==> src/rtl/deserialize.sv <==
// deserialize: serial-to-parallel stage with ready/valid on both sides.
// Accepts one bit per input handshake and assembles width_p-bit words. Each
// completed word is presented on a registered parallel output. One assembly
// word and one output word are held, so a continuous stream runs with no
// bubbles.
//
// Optional build macro: DESERIALIZE_LSB_FIRST_EN
//   undefined : MSB-first, so the first accepted bit lands in data_o[width_p-1]
//   defined   : LSB-first, so the first accepted bit lands in data_o[0]
//
// Ports:
//   clk_i    in   rising-edge clock
//   reset_i  in   synchronous active-high reset
//   valid_i  in   serial bit valid
//   data_i   in   serial bit
//   ready_o  out  stage can accept a serial bit this cycle (registered state only)
//   valid_o  out  data_o holds a completed word
//   data_o   out  assembled word (width_p bits)
//   ready_i  in   downstream accepts data_o this cycle
module deserialize #(
   parameter int width_p = 5
) (
   input  logic               clk_i,
   input  logic               reset_i,
   input  logic               valid_i,
   input  logic               data_i,
   output logic               ready_o,
   output logic               valid_o,
   output logic [width_p-1:0] data_o,
   input  logic               ready_i
);

   localparam int cnt_w = (width_p > 1) ? $clog2(width_p) : 1;
   localparam logic [cnt_w-1:0] last_c = cnt_w'(width_p - 1);

   logic [cnt_w-1:0]   count_r;
   logic               full_r;
   logic [width_p-1:0] asm_r;
   logic [width_p-1:0] data_r;
   logic               valid_r;

   logic               accept;
   logic               last_bit;
   logic               complete;
   logic               out_can_load;
   logic               load_held;
   logic               load_new;
   logic [width_p-1:0] shifted;

   assign ready_o      = ~full_r;
   assign valid_o      = valid_r;
   assign data_o       = data_r;

   assign accept       = valid_i & ready_o;
   assign last_bit     = (count_r == last_c);
   assign complete     = accept & last_bit;
   assign out_can_load = ~valid_r | ready_i;
   // A held word always wins. While full, ready_o is low, so no bit can
   // complete in the same cycle.
   assign load_held    = full_r & out_can_load;
   assign load_new     = complete & out_can_load;

`ifdef DESERIALIZE_LSB_FIRST_EN
   assign shifted = {data_i, asm_r[width_p-1:1]};
`else
   assign shifted = {asm_r[width_p-2:0], data_i};
`endif

   always_ff @(posedge clk_i) begin
      if (reset_i) begin
         count_r <= '0;
         full_r  <= 1'b0;
         asm_r   <= '0;
         data_r  <= '0;
         valid_r <= 1'b0;
      end else begin
         if (accept) begin
            asm_r   <= shifted;
            count_r <= last_bit ? '0 : count_r + 1'b1;
         end

         // The completed word stays parked in asm_r until the output frees up.
         if (complete & ~out_can_load) begin
            full_r <= 1'b1;
         end else if (load_held) begin
            full_r <= 1'b0;
         end

         if (load_held) begin
            data_r  <= asm_r;
            valid_r <= 1'b1;
         end else if (load_new) begin
            data_r  <= shifted;
            valid_r <= 1'b1;
         end else if (ready_i) begin
            valid_r <= 1'b0;
         end
      end
   end

endmodule

==> config.mk <==
export PLATFORM = sky130hd
export DESIGN_NAME = deserialize
export DESIGN_NICKNAME = d
export VERILOG_FILES = /design/src/rtl/deserialize.sv
export SDC_FILE = /design/constraint.sdc
export NUM_CORES = 1
export LEC_CHECK = 0
export ABC_CLOCK_PERIOD_IN_PS = 1260
export BUFFER_PORTS_ARGS = -buffer_cell sky130_fd_sc_hd__buf_2
export CORE_MARGIN = 10
export CORE_UTILIZATION = 45
export DETAILED_ROUTE_END_ITERATION = 6
export GPL_TIMING_DRIVEN = 0
export PLACE_DENSITY = 0.69
export SLEW_MARGIN = 20
export SYNTH_ARGS = -nofsm -noshare
export SYNTH_HDL_FRONTEND = slang
export SYNTH_SLANG_ARGS = --single-unit
==> constraint.sdc <==
create_clock -name clk_i -period 1.26 [get_ports clk_i]
set_input_delay 0.126 -clock clk_i [delete_from_list [all_inputs] [get_ports clk_i]]
set_output_delay 0.126 -clock clk_i [all_outputs]
set_load 0.05 [all_outputs]
# Word level (Yosys, flattened, before mapping)
# Cells that the tools add are included.
[totals]
input_bits = 5
ff_bits = 15
output_inout_bits = 7
word_cells = 27
[classes]
n_bitwise = 9
n_addsub = 1
eq_ne = 1
reduce_logical = 3
mux = 8
[ops]
columns = ["cell", "n"]
rows = [
  ["$mux W5", 2],
  ["$and A1 B1 Y1", 5],
  ["$mux W1", 5],
  ["$reduce_bool A2 Y1", 2],
  ["$add A3 B1 Y3 const B", 1],
  ["$eq A3 B3 Y1 const B", 1],
  ["$mux W3", 1],
  ["$not A1 Y1", 3],
  ["$reduce_bool A3 Y1", 1],
  ["$or A1 B1 Y1", 1],
]

# Depth between registers and ports, before layout
[logic_depth]
ltp_word = 6
mapped_depth = 5
ltp_nobuf = 5

# Least setup slack after synthesis
# Ideal clock, no wire load.
[synth_timing]
path_type = "register to register"
startpoint = "register valid_r (netlist: valid_o)"
endpoint = "register data_r[4] (netlist: data_o[4])"
stages_incl_launch_ff = 5
synth_period_minus_slack_ns = 1.302
required_ns = 1.181
slack_ns = -0.042
setup_time_ns = 0.079
n_path_buf = 1
arrival_ns = 1.223
cell_sequence = "dfxtp_1 -> nand2b_1 -> clkbuf_1 -> and2_4 -> a211oi_2"
[synth_between]
elab_chain_len = 4
elab_cells_between_ends = 6
cone_classes = "mux: 1; bitwise: 4; reduce/logical: 1"
[synth_lines]
columns = ["item", "line", "text"]
rows = [
  ["from (decl)", "40", "logic valid_r;"],
  ["from (signal assigned)", "75", "valid_r <= 1'b0;"],
  ["from (signal assigned)", "91", "valid_r <= 1'b1;"],
  ["from (signal assigned)", "94", "valid_r <= 1'b1;"],
  ["$not A1 Y1 *", "57", "assign out_can_load = ~valid_r | ready_i;"],
  ["$or A1 B1 Y1 *", "57", ""],
  ["$and A1 B1 Y1, on equally long branches", "60, 61", ""],
  ["$mux W5 / $reduce_bool A2 Y1 (equally long branches)", "-", ""],
  ["to (signal assigned)", "90", "data_r <= asm_r;"],
  ["to (signal assigned)", "93", "data_r <= shifted;"],
  ["to (decl)", "39", "logic [width_p-1:0] data_r;"],
]
# Every way passes the cells marked *; elsewhere a longest branch is shown, timed or not.
# A chain may end at the register's enable or synchronous reset.

# Final worst setup path
[layout_timing]
startpoint = "register count_r[0]"
endpoint = "register data_r[1] (netlist: data_o[1])"
[layout_between]
elab_chain_len = 4
[layout_lines]
columns = ["item", "line", "text"]
rows = [
  ["from (decl)", "36", "logic [cnt_w-1:0] count_r;"],
  ["from (signal assigned)", "79", "count_r <= last_bit ? '0 : count_r + 1'b1;"],
  ["$eq A3 B3 Y1", "55", "assign last_bit = (count_r == last_c);"],
  ["$and A1 B1 Y1", "56", "assign complete = accept & last_bit;"],
  ["$and A1 B1 Y1", "61", "assign load_new = complete & out_can_load;"],
  ["$reduce_bool A2 Y1 (no source line)", "-", ""],
]
# No other way between the ends.

==> flow_summary.json <==
{
  "antenna_found_initial": 0,
  "drv_cap": 0,
  "critPathMaxStageDelay_ps": 350,
  "synth_nets": 81,
  "grt_pass1_vias": 558,
  "syn_area_um2": 678,
  "syn_area_per_cell_um2": 9.16,
  "yosysTopAreaCell": "dfxtp_1",
  "ir_drop_v": 0.000640,
  "cts-root-buf": "clkbuf_4",
  "synth_area_leaders": "dfxtp_1 (44%), a21oi_1 (10%), a211oi_2 (9.2%)",
  "holdWs_ps": 88.7,
  "drive_gt1_share_pct": 34.8,
  "grt_pass1_wl_mm": 2.43,
  "drt_iter0_drc": 5,
  "post-route-period-util_pct": 99.8,
  "synth_top_family_by_area": "compound AO/OA/AOI/OAI gates",
  "outcome": "finished, final reports clean",
  "place_inst": 100,
  "powerDensity_nw_per_um2": 1040,
  "share_comb_of_total_power_pct": 10.1,
  "cts_tree": "built",
  "fp.dieW_um": 58.8,
  "drc": 0,
  "synth-adder-area-share_pct": 3.69,
  "initial_core_util_pct": 49.6,
  "clkSinkCount": 15,
  "crit_fanout": 6,
  "crit_type": "reg -> reg",
  "power_switching_share_pct": 24.3,
  "synth-compound-area-share_pct": 23.8,
  "post-dp-hpwl_um": 996,
  "die_y_um": 58.8,
  "firstDrtPassIters": 4,
  "intPower_mw": 0.645,
  "grt_start_max_net_pins": 11,
  "cts_buffer_depth": 2,
  "synth_cell_types": 20,
  "synth_top_area_share_pct": 44.3,
  "synthSimpleGateAreaFrac_pct": 14.9,
  "worst_pin_slew_ps": 488,
  "min_path_type": "in -> reg",
  "leakage_nw": 0.304,
  "synth-xor-area-share_pct": 0,
  "io_pins": 12,
  "finalMaxSlewViolations": 0,
  "vias": 571,
  "yosysSeqAreaShare_pct": 44.3,
  "crit_required_ps": 1470,
  "slew_headroom_pct": 67.5,
  "power_frac_seq_pct": 57.6,
  "die-area_um2": 3460,
  "io_buffers": 11,
  "end_kind": "register",
  "clock_power_share_pct": 32.2,
  "wl_per_cell_um": 13.4,
  "setup_violations": 0,
  "n_antenna_cell": 0,
  "coreArea_um2": 1370,
  "cp_slowest_cell": "dfxtp_2",
  "rsz0062_at_grt": "true",
  "hold_violations": 0,
  "insertion_delay_ps": 280,
  "cts.htree.levels": 1,
  "ys_warn_count": 0,
  "power_switching_mw": 0.207,
  "post-route-min-period_ps": 1260,
  "numCtsBuffers": 3,
  "fmax_mhz": 795,
  "grt_usage_pct": 8.66,
  "crit_chain": "inv_2 > ha_4 > a31o_4 > and2_4 > a211oi_2",
  "ys_ff_latch": 15,
  "layout_common_cells": "a21oi_1 (14), nand2_1 (14), buf_2 (13)",
  "syn_to_final_growth_pct": 20.5,
  "cts_hold_buf": 0,
  "via_per_inst": 5.34,
  "synthMuxAreaShare_pct": 7.38,
  "r2r_setup_slack_ps": 3,
  "arrival_ps": 1470,
  "row_count": 13,
  "netlist_instances": 74,
  "stdcell_count": 107,
  "layout.nets": 100,
  "crit_path_start_kind": "register",
  "wl_mm": 1.43,
  "gp_routability_congestion": 0.705,
  "postRouteAntennaNets": 0,
  "grt.overflow.total": 0,
  "fin_skew_ps": 1.85,
  "path_clk_slew_ps": 90
}
worst paths after layout:
path | startpoint | endpoint | depth (start not counted)
max | count_r[0]$_SDFFE_PP0N_ | data_o[1]$_SDFFE_PP0P_ | 5
min | data_i | asm_r[0]$_SDFFE_PP0N_ | 3
max reg2reg | count_r[0]$_SDFFE_PP0N_ | data_o[1]$_SDFFE_PP0P_ | 5
min reg2reg | asm_r[4]$_SDFFE_PP0N_ | asm_r[4]$_SDFFE_PP0N_ | 2
layer usage:
layer	share of wire [%]	track usage (%)	up-vias
met5	0	0	-
met4	2.1	1.97	0
met3	7.5	4.29	4
met2	45	14.0	14
met1	45	9.99	260
li1	-	-	293
sequential cells by signal (all words and copies together), names as in the netlist:
name / count
asm_r: 5
data_o: 5
count_r: 3
full_r: 1
valid_o: 1
worst max-delay path, delay by kind of cell (launching register included):
kind / cells / cell delay [ps]
compound gates: 2 / 450
flops: 1 / 350
simple gates: 1 / 170
fa+ha+maj: 1 / 160
buf+inv: 1 / 50
kinds of logic (layout without fill, tap and decap cells):
kind of cell | after synthesis | in the layout
AND/OR/NAND/NOR | 22 | 22
AO/OA/AOI/OAI | 22 | 22
adder cells (fa/ha/maj) | 2 | 2
flip-flops | 15 | 15
buffers and inverters | 8 | 26
multiplexers | 5 | 5
per-stage QoR:
step           setup TNS (ps)  setup slack (ps)  utilization [%]  total power, mW  instance area (um2)
2_1_floorplan               0              8.58                -            0.543                  679
3_3_place_gp             -262             -55.6             55.1            0.564                  753
3_5_place_dp             -406             -82.5             55.1            0.566                  753
4_1_cts                     0              11.1             59.2            0.851                  810
5_1_grt                  -175             -74.4             59.8            0.891                  817
6_report                    0              2.59             59.8            0.851                  817
cell usage after synthesis:
| cell | instances |
|---|---|
| o21ai_1 | 1 |
| nand2_1 | 14 |
| mux2i_1 | 5 |
| nand3b_1 | 1 |
| buf_6 | 1 |
| and2_4 | 1 |
| nor2_1 | 1 |
| a31oi_1 | 1 |
| a21oi_1 | 14 |
| inv_1 | 3 |
| clkbuf_1 | 2 |
| a211oi_2 | 5 |
| ha_1 | 2 |
| dfxtp_1 | 15 |
| nor2b_1 | 1 |
| nand2b_1 | 2 |
| buf_2 | 2 |
| nand3_1 | 1 |
| nor3_1 | 1 |
| a31o_4 | 1 |
cell type report:
type / instances / area [um2]
Sequential cell: 15 / 304
Buffer: 5 / 28.8
Tap cell: 15 / 18.8
Inverter: 3 / 11.3
Multi-Input combinational cell: 51 / 350
Timing Repair Buffer: 14 / 77.6
Fill cell: 128 / 549
Clock buffer: 4 / 26.3
timing repair:
| item | 4_1_cts | 5_1_grt |
|---|---|---|
| gates cloned | 0 | 0 |
| gates resized for setup | 4 | 1 |
| setup buffers | 2 | 1 |
| setup endpoints to repair | 5 | 5 |
| pin swaps | 2 | 5 |
power by group through the flow:
stage | clock network [mW] | logic [mW] | registers, mW
after floorplan | 0 | 0.0405 | 0.503
after global placement | 0 | 0.0630 | 0.501
after detailed placement | 0 | 0.0645 | 0.502
after CTS | 0.282 | 0.0785 | 0.490
after global routing | 0.304 | 0.0961 | 0.492
final | 0.274 | 0.0861 | 0.491
Power figures use the tool's default switching activity.
